===== config.mk =====
export PLATFORM = sky130hd
export DESIGN_NAME = lcd12864_bus_receiver
export DESIGN_NICKNAME = d
export VERILOG_FILES = /design/src/rtl/lcd12864_bus_receiver.sv
export SDC_FILE = /design/constraint.sdc
export NUM_CORES = 1
export LEC_CHECK = 0
export BUFFER_PORTS_ARGS = -buffer_cell sky130_fd_sc_hd__buf_2
export CAP_MARGIN = 20
export CORE_ASPECT_RATIO = 0.6
export CORE_UTILIZATION = 60
export DETAILED_ROUTE_END_ITERATION = 7
export PLACE_DENSITY_LB_ADDON = 0.3
export SLEW_MARGIN = 10
export SYNTH_ARGS = -nofsm -noshare
export SYNTH_HDL_FRONTEND = slang
export SYNTH_SLANG_ARGS = --single-unit

===== constraint.sdc =====
create_clock -name clk -period 5.9 [get_ports clk]
set_input_delay 0.295 -clock clk [delete_from_list [all_inputs] [get_ports clk]]
set_output_delay 0.295 -clock clk [all_outputs]
set_load 0.1 [all_outputs]

===== src/rtl/lcd12864_bus_receiver.sv =====
// ST7920-style LCD12864 parallel bus responder with a 64-byte DDRAM image.
// Optional bus readback (busy/address and data reads) under LCDRX_READBACK_EN.
module lcd12864_bus_receiver #(
    parameter int unsigned BUSY_CYCLES = 8,
    parameter logic [7:0]  CLR_CHAR    = 8'h20
) (
    input  logic       clk,
    input  logic       rst_n,
    input  logic       lcd_rs,
    input  logic       lcd_rw,
    input  logic       lcd_en,
    input  logic [7:0] lcd_dat,
    input  logic [5:0] rd_addr,
    output logic [7:0] rd_data,
    output logic       busy,
    output logic       disp_on,
    output logic       cur_on,
    output logic       blink_on,
    output logic [5:0] cursor,
    output logic       wr_stb,
    output logic       ovr_err,
    output logic       unk_cmd,
    output logic [7:0] dat_o,
    output logic       dat_oe
);
    localparam int CW = $clog2(BUSY_CYCLES + 2);

    typedef enum logic [1:0] {S_IDLE, S_EXEC, S_CLEAR} state_t;
    state_t state, state_nx;

    logic          rs_s1, rs_s2, rw_s1, rw_s2, en_s1, en_s2;
    logic [7:0]    dat_s1, dat_s2;
    logic          cap_rs, cap_rw;
    logic [7:0]    cap_dat;
    logic [CW-1:0] busy_cnt;
    logic [5:0]    clr_cnt;
    logic          inc, ext;
    logic [7:0]    mem [0:63];

    logic en_fall, xfer, accept, ovr;
    logic do_clear, do_home, do_entry, do_disp, do_func, do_addr;
    logic do_wr, do_rd, do_unk;
    logic          we;
    logic [5:0]    waddr;
    logic [7:0]    wdata;

    assign en_fall = en_s2 & ~en_s1;
`ifdef LCDRX_READBACK_EN
    // Busy/address reads are free polling; only data reads move the cursor.
    assign xfer = en_fall & (~rw_s2 | rs_s2);
`else
    assign xfer = en_fall & ~rw_s2;
`endif
    assign busy   = (state != S_IDLE) | (busy_cnt != '0);
    assign accept = xfer & ~busy;
    assign ovr    = xfer & busy;

    always_comb begin
        do_clear = 1'b0;
        do_home  = 1'b0;
        do_entry = 1'b0;
        do_disp  = 1'b0;
        do_func  = 1'b0;
        do_addr  = 1'b0;
        do_wr    = 1'b0;
        do_rd    = 1'b0;
        do_unk   = 1'b0;
        if (state == S_EXEC) begin
            if (cap_rs) begin
                do_wr = ~cap_rw;
                do_rd = cap_rw;
            end else if (!cap_rw) begin
                if (cap_dat[7:5] == 3'b001) begin
                    do_func = 1'b1;
                end else if (ext) begin
                    do_unk = 1'b1;
                end else begin
                    casez (cap_dat)
                        8'h01:       do_clear = 1'b1;
                        8'b0000_001?: do_home  = 1'b1;
                        8'b0000_01??: do_entry = 1'b1;
                        8'b0000_1???: do_disp  = 1'b1;
                        8'b100?_????: do_addr  = 1'b1;
                        default:     do_unk   = 1'b1;
                    endcase
                end
            end
        end
    end

    always_comb begin
        state_nx = state;
        unique case (state)
            S_IDLE:  if (accept) state_nx = S_EXEC;
            S_EXEC:  state_nx = do_clear ? S_CLEAR : S_IDLE;
            S_CLEAR: if (clr_cnt == 6'd63) state_nx = S_IDLE;
            default: state_nx = S_IDLE;
        endcase
    end

    always_ff @(posedge clk or negedge rst_n) begin
        if (!rst_n) begin
            {rs_s1, rs_s2, rw_s1, rw_s2, en_s1, en_s2} <= '0;
            dat_s1   <= '0;
            dat_s2   <= '0;
            state    <= S_CLEAR;
            cap_rs   <= 1'b0;
            cap_rw   <= 1'b0;
            cap_dat  <= '0;
            busy_cnt <= '0;
            clr_cnt  <= '0;
            inc      <= 1'b1;
            ext      <= 1'b0;
            cursor   <= '0;
            disp_on  <= 1'b0;
            cur_on   <= 1'b0;
            blink_on <= 1'b0;
            ovr_err  <= 1'b0;
        end else begin
            rs_s1  <= lcd_rs;
            rs_s2  <= rs_s1;
            rw_s1  <= lcd_rw;
            rw_s2  <= rw_s1;
            en_s1  <= lcd_en;
            en_s2  <= en_s1;
            dat_s1 <= lcd_dat;
            dat_s2 <= dat_s1;
            state  <= state_nx;
            if (accept) begin
                cap_rs  <= rs_s2;
                cap_rw  <= rw_s2;
                cap_dat <= dat_s2;
            end
            if (ovr) ovr_err <= 1'b1;
            if (state == S_EXEC) busy_cnt <= CW'(BUSY_CYCLES);
            else if (busy_cnt != '0) busy_cnt <= busy_cnt - CW'(1);
            if (state == S_CLEAR) begin
                if (clr_cnt == 6'd63) begin
                    clr_cnt <= '0;
                    cursor  <= '0;
                    inc     <= 1'b1;
                end else begin
                    clr_cnt <= clr_cnt + 6'd1;
                end
            end
            if (do_home)  cursor <= '0;
            if (do_entry) inc    <= cap_dat[1];
            if (do_disp) begin
                disp_on  <= cap_dat[2];
                cur_on   <= cap_dat[1];
                blink_on <= cap_dat[0];
            end
            if (do_func) ext    <= cap_dat[2];
            if (do_addr) cursor <= {cap_dat[4:0], 1'b0};
            if (do_wr || do_rd) cursor <= inc ? cursor + 6'd1 : cursor - 6'd1;
        end
    end

    assign we    = (state == S_CLEAR) | do_wr;
    assign waddr = (state == S_CLEAR) ? clr_cnt : cursor;
    assign wdata = (state == S_CLEAR) ? CLR_CHAR : cap_dat;

    always_ff @(posedge clk) begin
        if (we) mem[waddr] <= wdata;
    end

    always_ff @(posedge clk or negedge rst_n) begin
        if (!rst_n) rd_data <= '0;
        else        rd_data <= mem[rd_addr];
    end

    assign wr_stb  = do_wr;
    assign unk_cmd = do_unk;

`ifdef LCDRX_READBACK_EN
    always_comb begin
        dat_o  = '0;
        dat_oe = 1'b0;
        if (en_s2 && rw_s2) begin
            dat_oe = 1'b1;
            dat_o  = rs_s2 ? mem[cursor] : {busy, 2'b00, cursor[5:1]};
        end
    end
`else
    assign dat_o  = '0;
    assign dat_oe = 1'b0;
`endif
endmodule


==> impl_metrics.tcl, run 1 <==
set metrics [dict create \
    status "complete, no violations" \
    synth_area_um2 22500 \
    cts_tree "built" \
    nNetsFinal 1213 \
    htree_num_levels 2 \
    port_buffers 39 \
    timing.hold.ws_ns 0.111 \
    synth.distinct_cells 58 \
    ant_nets 0 \
    yosys_warnings 0 \
    grtUsageTotal_pct 27.4 \
    slowest_stage "nor2_1" \
    rsz0062_at_grt "no" \
    fp.coreArea_um2 36600 \
    die_w_um 252 \
    antenna_found_initial 1 \
    tightest_slew_ns 0.959 \
    max_freq_mhz 313 \
    crit_family "simple AND/OR/NAND/NOR gates" \
    pwr_density_cell_nw_per_um2 408 \
    die-area_um2 38300 \
    num_io_pins 49 \
    initial_utilization_pct 61.5 \
    clk_path_buf_depth 3 \
    grt_max_degree 75 \
    seq_area_frac_synth_pct 75.4 \
    vias 11472 \
    ctsRootBufferMaster "clkbuf_16" \
    design_area_um2 25000 \
    drt-initial-drc-count 1511 \
    synth.avg_cell_area_um2 20.1 \
    regArea_um2 17000 \
    relSlewSlack_pct 35.8 \
    layout_common_cells "512 x edfxtp_1, 128 x mux4_2, 82 x nor2_1" \
    max_stage_delay_ns 0.85 \
    reg2reg_depth 5 \
    grt-ovfl-total 0 \
    cts_sinks 576 \
    cp_data_arrival_time_ns 3.38 \
    fin_skew_ns 0.0216 \
    dp_hpwl_um 31000 \
    syn_inst 1122 \
    place_congestion 0.903 \
    ys_ff_latch 576 \
    crit_chain "nand2b_1 > or3_1 > o31ai_1 > nand2_1 > nor2_1" \
    fillers 2295 \
    grt_pass1_vias 11407 \
    hold_viol 0 \
    peakVddDrop_mv 0.243 \
    first_pass_iters 5 \
    vias_per_cell 6.63 \
    multiInputGateArea_um2 5190 \
    r2r_end "mem[32][3]" \
    setup_viol_count_final 0 \
    drive_gt1_share_pct 24.2 \
    power_leakage_uw 0.00821 \
    cts_made_buffers 49 \
    num_rows 54 \
    criticalPathCategory "flop to flop" \
    setup_tns_ns 0 \
    cp_max_fo 22 \
    worstReg2RegStart "state[1]" \
    path_buf_inv 0 \
    critPathLaunch "state[1]" \
    min_period_over_period_pct 54.1 \
    ys.flop_type "edfxtp_1" \
    power_uw 10200 \
    area_growth_pct 10.9 \
    grt_pass1_wl_um 75300 \
    cp_data_required_time_ns 6.09 \
    reg2reg_slack_ns 2.71 \
    die_h_um 152 \
    routed_wl_um 50600 \
    insertion_delay_ns 0.58 \
    cp.depth 5 \
    route.detailed.wl_per_inst_um 29.3 \
    cts_setup_buffers 0 \
    finalCriticalPeriod_ns 3.19 \
    diodes 0 \
    final_common_cell "edfxtp_1" \
    critical_path.endpoint_type "flop" \
    max_cap_viol_count 0 \
    synth_edf_count 512 \
    finalMaxSlewViolations 0 \
    placed_cell_area_um2 23200 \
    start_kind "flop" \
    hp-class "input port to async pin" \
    async_reset_ff_share_pct 11.1 \
    cp-endpoint "mem[32][3]" \
    route.detailed.drc 0 \
    path_clk_slew_ns 0.06 \
]
## flip-flops by register name (all words and copies together) (netlist names), 2 cells and up
name / cells
dat_s1: 8
busy_cnt: 4
clr_cnt: 6
cap_dat: 8
state: 2
cursor: 6
mem: 512
rd_data: 8
dat_s2: 8
## cell usage after synthesis, types with 8 or more instances
| library cell | instances | area, µm² |
|---|---|---|
| nand3_1 | 9 | 45.0 |
| nand3b_1 | 13 | 97.6 |
| nand2_1 | 37 | 139 |
| buf_6 | 9 | 101 |
| mux2i_1 | 19 | 190 |
| dfrtp_1 | 62 | 1550 |
| inv_1 | 9 | 33.8 |
| o21ai_0 | 8 | 40.0 |
| nor2_1 | 84 | 315 |
| clkbuf_1 | 10 | 37.5 |
| mux4_2 | 128 | 2880 |
| buf_2 | 19 | 95.1 |
| buf_4 | 16 | 120 |
| o22ai_1 | 49 | 307 |
| edfxtp_1 | 512 | 15400 |
| mux2_2 | 19 | 214 |
## report_power, final
part           switching (µW)  internal (µW)  total, µW
clock network            1430           1940       3370
registers                 134           5060       5200
logic                    1240            380       1620
total                    2800           7380      10200
## worst min-delay path by stage
stage | end | slack [ns]
3_3_place_gp | dat_s1[0] | 0.14
2_1_floorplan | blink_on | -0.0006
5_1_grt | dat_s2[6] | 0.12
4_1_cts | dat_s1[3] | 0.10
3_5_place_dp | dat_s1[4] | 0.15
6_report | dat_s1[4] | 0.11
## per-stage QoR
stage	util, %	worst slack (ns)	std cells
after floorplan	-	2.70	1130
after global placement	63.2	2.90	1626
after detailed placement	63.3	2.76	1628
after CTS	68.2	2.78	1730
after global routing	68.2	2.58	1730
final	68.2	2.71	1730
## area by class of cell
| class | count | share of cell area, % |
|---|---|---|
| Multi-Input combinational cell | 486 | 20.8 |
| Inverter | 9 | 0.135 |
| Clock inverter | 24 | 1.21 |
| Timing Repair Buffer | 65 | 1.89 |
| Tap cell | 504 | 2.52 |
| Sequential cell | 576 | 68.0 |
| Clock buffer | 66 | 5.50 |
## layer usage
layer / vias up / part of all wire, % / wire (µm) / global-route usage [%]
li1: 4698 / - / - / -
met1: 5994 / 41 / 21000 / 42.6
met2: 697 / 44 / 22200 / 38.0
met3: 81 / 13 / 6500 / 9.41
met4: 2 / 1.8 / 892 / 5.74
met5: - / 0.026 / 13 / 0
## cells by family after synthesis
family | count (synthesis) | share of synthesized area [%]
AND/OR/NAND/NOR | 198 | 4.41
buffers and inverters | 68 | 1.81
adder cells (fa/ha/maj) | 7 | 0.422
flip-flops | 576 | 75.4
AO/OA/AOI/OAI | 99 | 3.08
multiplexers | 166 | 14.6
XOR/XNOR | 7 | 0.272
other | 1 | 0.0167
## timing repair
item                                   in CTS  in global routing
gates resized for setup                     0                  0
endpoints found under the hold margin      19                  0
hold buffers                               12                  0
(Power assumes the default switching activity.)
==> inputs of run 2 (changes only) <==
- CORE_UTILIZATION: 60 -> 56
- clock period: 5.9 -> 2.9 ns (I/O delays scaled with it)
==> run 2 against run 1 <==
Against the previous run: final area is 3.9% higher; worst setup slack worse by 2.2 ns; via count rose by 4.1%; sequential power rose by 100%; first-iteration DRC count up 22%; die area rose by 7.1%; power grew 110%; critical endpoint is now unk_cmd; largest cell class unchanged; highest routed layer is now met4.
==> impl_metrics.tcl, run 2 (synthesis results as in run 1) <==
set metrics [dict create \
    grtUsageTotal_pct 27.5 \
    setup_tns_ns 0 \
    cts_sinks 576 \
    drive_gt1_share_pct 30.0 \
    path_clk_slew_ns 0.07 \
    route.detailed.wl_per_inst_um 29.1 \
    dp_hpwl_um 34400 \
    crit_chain "or4_1 > o32ai_1 > nor2_1 > buf_2" \
    layout_common_cells "512 x edfxtp_1, 128 x mux4_2, 106 x buf_4" \
    ctsRootBufferMaster "clkbuf_16" \
    nNetsFinal 1316 \
    max_freq_mhz 417 \
    grt_max_degree 65 \
    top_register "mem" \
    htree_num_levels 2 \
    regArea_um2 17000 \
    num_rows 56 \
    routed_wl_um 54000 \
    route.detailed.drc 0 \
    reg2reg_depth 6 \
    max_stage_delay_ns 0.57 \
    detailedPlace.worstSlack_ns 0.447 \
    cp_max_fo 6 \
    place_congestion 0.871 \
    reg2reg_slack_ns 0.51 \
    min_from "rd_addr[5]" \
    slowest_stage "or4_1" \
    final_common_cell "edfxtp_1" \
    peakVddDrop_mv 0.509 \
    tightest_slew_ns 0.952 \
    rsz0062_at_grt "no" \
    max_cap_viol_count 0 \
    first_pass_iters 7 \
    area_growth_pct 15.3 \
    hold_viol 0 \
    die_w_um 261 \
    multiInputGateArea_um2 5190 \
    antenna_found_initial 1 \
    die_h_um 157 \
    drt-initial-drc-count 1837 \
    cp_data_required_time_ns 2.76 \
    num_io_pins 49 \
    start_kind "flop" \
    die-area_um2 41000 \
    r2r_end "mem[1][3]" \
    fillers 2523 \
    cts_made_buffers 50 \
    clk_path_buf_depth 3 \
    power_leakage_uw 0.00882 \
    grt_pass1_vias 11776 \
    hp-class "input port to flop" \
    finalMaxSlewViolations 0 \
    cts_tree "built" \
    finalWorstSetupSlack_ns 0.501 \
    criticalPathCategory "flop to output pin" \
    cp_data_arrival_time_ns 2.25 \
    holdPathEnd "rd_data[0]" \
    vias_per_cell 6.44 \
    fp.coreArea_um2 39300 \
    finalCriticalPeriod_ns 2.40 \
    setup_viol_count_final 0 \
    insertion_delay_ns 0.58 \
    min_period_over_period_pct 82.7 \
    grt-ovfl-total 0 \
    vias 11937 \
    initial_utilization_pct 57.3 \
    pwr_density_cell_nw_per_um2 815 \
    grt_pass1_wl_um 80100 \
    relSlewSlack_pct 36.6 \
    largest_register_ffs 512 \
    worstReg2RegStart "state[1]" \
    port_buffers 39 \
    ant_nets 0 \
    fin_skew_ns 0.0169 \
    critical_path.endpoint_type "output pin" \
    whs_path_depth 3 \
    status "complete, no violations" \
]
[run 2: cell types whose count changed in the layout (fill, tap and decap cells not counted), moves of 3 or more]
cell      before  now
buf_4         13  106
clkinv_1       4   12
clkbuf_1      11    8
buf_12         3   12
[run 2: layout make-up]
class | instances | share of cell area [%]
antenna | 1 | 0.00964
clock inverter | 31 | 1.40
clock buffer | 63 | 5.33
multi-input combinational | 486 | 20.0
inverter | 9 | 0.130
sequential | 576 | 65.4
tap | 522 | 2.52
timing repair buffer | 167 | 5.20
[run 2: timing repair]
action | 4_1_cts | 5_1_grt
buffers inserted | 0 | 0
hold buffers | 12 | 0
endpoints found under the hold margin | 45 | 0
gates resized for setup | 0 | 0
[run 2: metal layers]
layer	share of wire, %	up-vias	wire, µm	GRT usage, %
met5	0	-	0	0
met1	43	6161	23300	44.9
met2	42	796	22700	37.4
met4	1.8	0	958	5.63
li1	-	4915	-	-
met3	13	65	7070	7.07
[run 2: critical path, delay by kind of cell, from the launching register on]
kind            cells  cell delay (ns)
compound gates      1             0.28
buf+inv             1             0.29
flops               1             0.46
simple gates        2             0.64
[run 2: per-stage QoR]
stage | cell area (µm²) | utilization [%] | cells | hold WS, ns | total power [µW]
2_1_floorplan | 22600 | - | 1130 | -0.151 | 12700
3_3_place_gp | 24100 | 61.3 | 1748 | 0.253 | 14100
3_5_place_dp | 24100 | 61.3 | 1748 | 0.255 | 14200
4_1_cts | 26000 | 66.0 | 1854 | 0.0291 | 21200
5_1_grt | 26000 | 66.0 | 1854 | 0.0460 | 21700
6_report | 26000 | 66.0 | 1855 | 0.0551 | 21100
[run 2: worst max path at each step]
stage / startpoint / end / slack, ns
after detailed placement: rd_addr[0] / rd_data[1] / 0.45
final: cap_dat[6] / unk_cmd / 0.50
after global routing: cap_dat[6] / unk_cmd / 0.35
after floorplan: state[0] / mem[0][1] / 0.1
after global placement: rd_addr[0] / rd_data[1] / 0.47
after CTS: cap_dat[6] / unk_cmd / 0.48
[run 2: report_power, final]
part	total (µW)	internal, µW	switching (µW)
registers	10600	10300	273
clock network	7080	4110	2980
logic	3500	883	2620
total	21100	15300	5870
==> inputs of run 3 (changes only) <==
- clock period: 2.9 -> 2.08 ns (I/O delays scaled with it)
==> run 3 against run 2 <==
Against the previous run: the flow now finishes with violations (setup timing); global-route usage decreased by 0.41 points; register-to-register slack got worse by 0.52 ns; via count increased by 2.2%; power increased by 37%; first-iteration DRC count decreased by 7.9%; flip-flop and latch count unchanged; count of clock-buffer cells in the layout increased by 8; sequential power increased by 39%; sequential share of layout area decreased by 1.9 points.
==> impl_metrics.tcl, run 3 (synthesis results as in run 1) <==
set metrics [dict create \
    top_register "mem" \
    first_pass_iters 5 \
    dp.cells 1823 \
    seqPwrFrac_pct 50.6 \
    antenna_found_initial 1 \
    design_area_um2 26800 \
    routed_wl_um 53900 \
    insertion_delay_ns 0.58 \
    detailedPlace.worstSlack_ns -0.140 \
    placed_cell_area_um2 24800 \
    setup_viol_count_final 9 \
    path_buf_inv 1 \
    swShare_pct 28.5 \
    area_growth_pct 18.8 \
    ctsRootBufferMaster "clkbuf_16" \
    cts_sinks 576 \
    die_h_um 157 \
    p_int_uw 20700 \
    setup_tns_ns -0.180 \
    layout_common_cells "512 x edfxtp_1, 159 x buf_4, 128 x mux4_2" \
    grtUsageTotal_pct 27.1 \
    die-area_um2 41000 \
    diodes 0 \
    grt_pass1_wl_um 78800 \
    cp_data_arrival_time_ns 2.07 \
    num_io_pins 49 \
    slowest_stage "or4_4" \
    route.detailed.drc 0 \
    hold_viol 0 \
    pwr_density_cell_nw_per_um2 1080 \
    final_common_cell "edfxtp_1" \
    worstReg2RegStart "state[0]" \
    initial_utilization_pct 57.3 \
    drive_gt1_share_pct 36.8 \
    finalCriticalPeriod_ns 2.17 \
    cp_max_fo 2 \
    cp_data_required_time_ns 1.98 \
    fp.coreArea_um2 39300 \
    drt-initial-drc-count 1691 \
    nNetsFinal 1397 \
    htree_num_levels 2 \
    place_congestion 0.938 \
    dp_hpwl_um 35000 \
    violations "setup timing" \
    rsz0062_at_grt "yes" \
    crit_family "simple AND/OR/NAND/NOR gates" \
    crit_chain "or4_4 > o32ai_4 > nor2_2 > buf_12" \
    power_leakage_uw 0.00920 \
    start_kind "flop" \
    power_frac_comb_pct 19.7 \
    finalWorstSetupSlack_ns -0.0940 \
    route.detailed.wl_per_inst_um 27.9 \
    clkPwrFrac_pct 29.6 \
    final_cells 1930 \
    cts_tree "built" \
    grt_max_degree 65 \
    hp-class "input port to async pin" \
    grt_pass1_vias 11958 \
    max_cap_viol_count 0 \
    switching_power_uw 8240 \
    clk_path_buf_depth 3 \
    vias_per_cell 6.32 \
    largest_register_ffs 512 \
    fin_skew_ns 0.0124 \
    max_stage_delay_ns 0.58 \
    ant_nets 0 \
    finalMaxSlewViolations 0 \
    max_freq_mhz 460 \
    timing.hold.ws_ns 0.0859 \
    status "finished, violations left" \
    port_buffers 39 \
    peakVddDrop_mv 0.861 \
    num_rows 56 \
    relSlewSlack_pct 42.0 \
    tightest_slew_ns 0.870 \
    die_w_um 261 \
    criticalPathCategory "flop to output pin" \
    grt-ovfl-total 0 \
    critPathLaunch "cap_dat[6]" \
    vias 12202 \
    cts_made_buffers 49 \
    critical_path.endpoint_type "output pin" \
    min_period_over_period_pct 105 \
    path_clk_slew_ns 0.06 \
]
run 3: layout make-up:
type	instances	area (µm²)
Timing Repair Buffer	247	2190
Inverter	9	33.8
Fill cell	2483	12600
Sequential cell	576	17000
Clock inverter	17	81.3
Clock buffer	71	1380
Multi-Input combinational cell	488	5430
Tap cell	522	653
run 3: per-layer routing:
layer  routed length, µm  track usage (%)  up-vias
met3                6700             7.05      112
met5                   0                0        -
met4                1260             5.54        0
met2               22800             37.9      767
met1               23100             43.2     6250
li1                    -                -     5073
run 3: repair_timing:
item / CTS / global route
setup endpoints to repair: 356 / 499
endpoints found under the hold margin: 41 / 0
cloned: 0 / 2
hold buffers: 13 / 0
pin swaps: 2 / 7
buffers inserted: 0 / 4
resized for setup: 24 / 44
run 3: worst paths after layout:
check	to	depth (start not counted)	slack (ns)
max in group asynchronous	rd_data[5]	3	1.28
max	unk_cmd	4	-0.09
max reg2reg	mem[32][5]	7	-0.01
min in group clk	dat_s1[5]	2	0.17
min	dat_s2[7]	2	0.09
min reg2reg	dat_s2[6]	0	0.35
run 3: power by group through the flow:
stage	clock network, µW	logic [µW]	registers (µW)
finish	8570	5710	14700
floorplan	0	2400	15400
detailed placement	0	5330	14900
global placement	0	5150	14800
CTS	8680	5470	14600
global route	9080	6000	14700
run 3: per-stage QoR:
stage,util (%),total power (µW)
3_3_place_gp,63.2,20000
3_5_place_dp,63.2,20200
6_report,68.1,28900
4_1_cts,67.5,28800
5_1_grt,68.1,29800
2_1_floorplan,-,17800
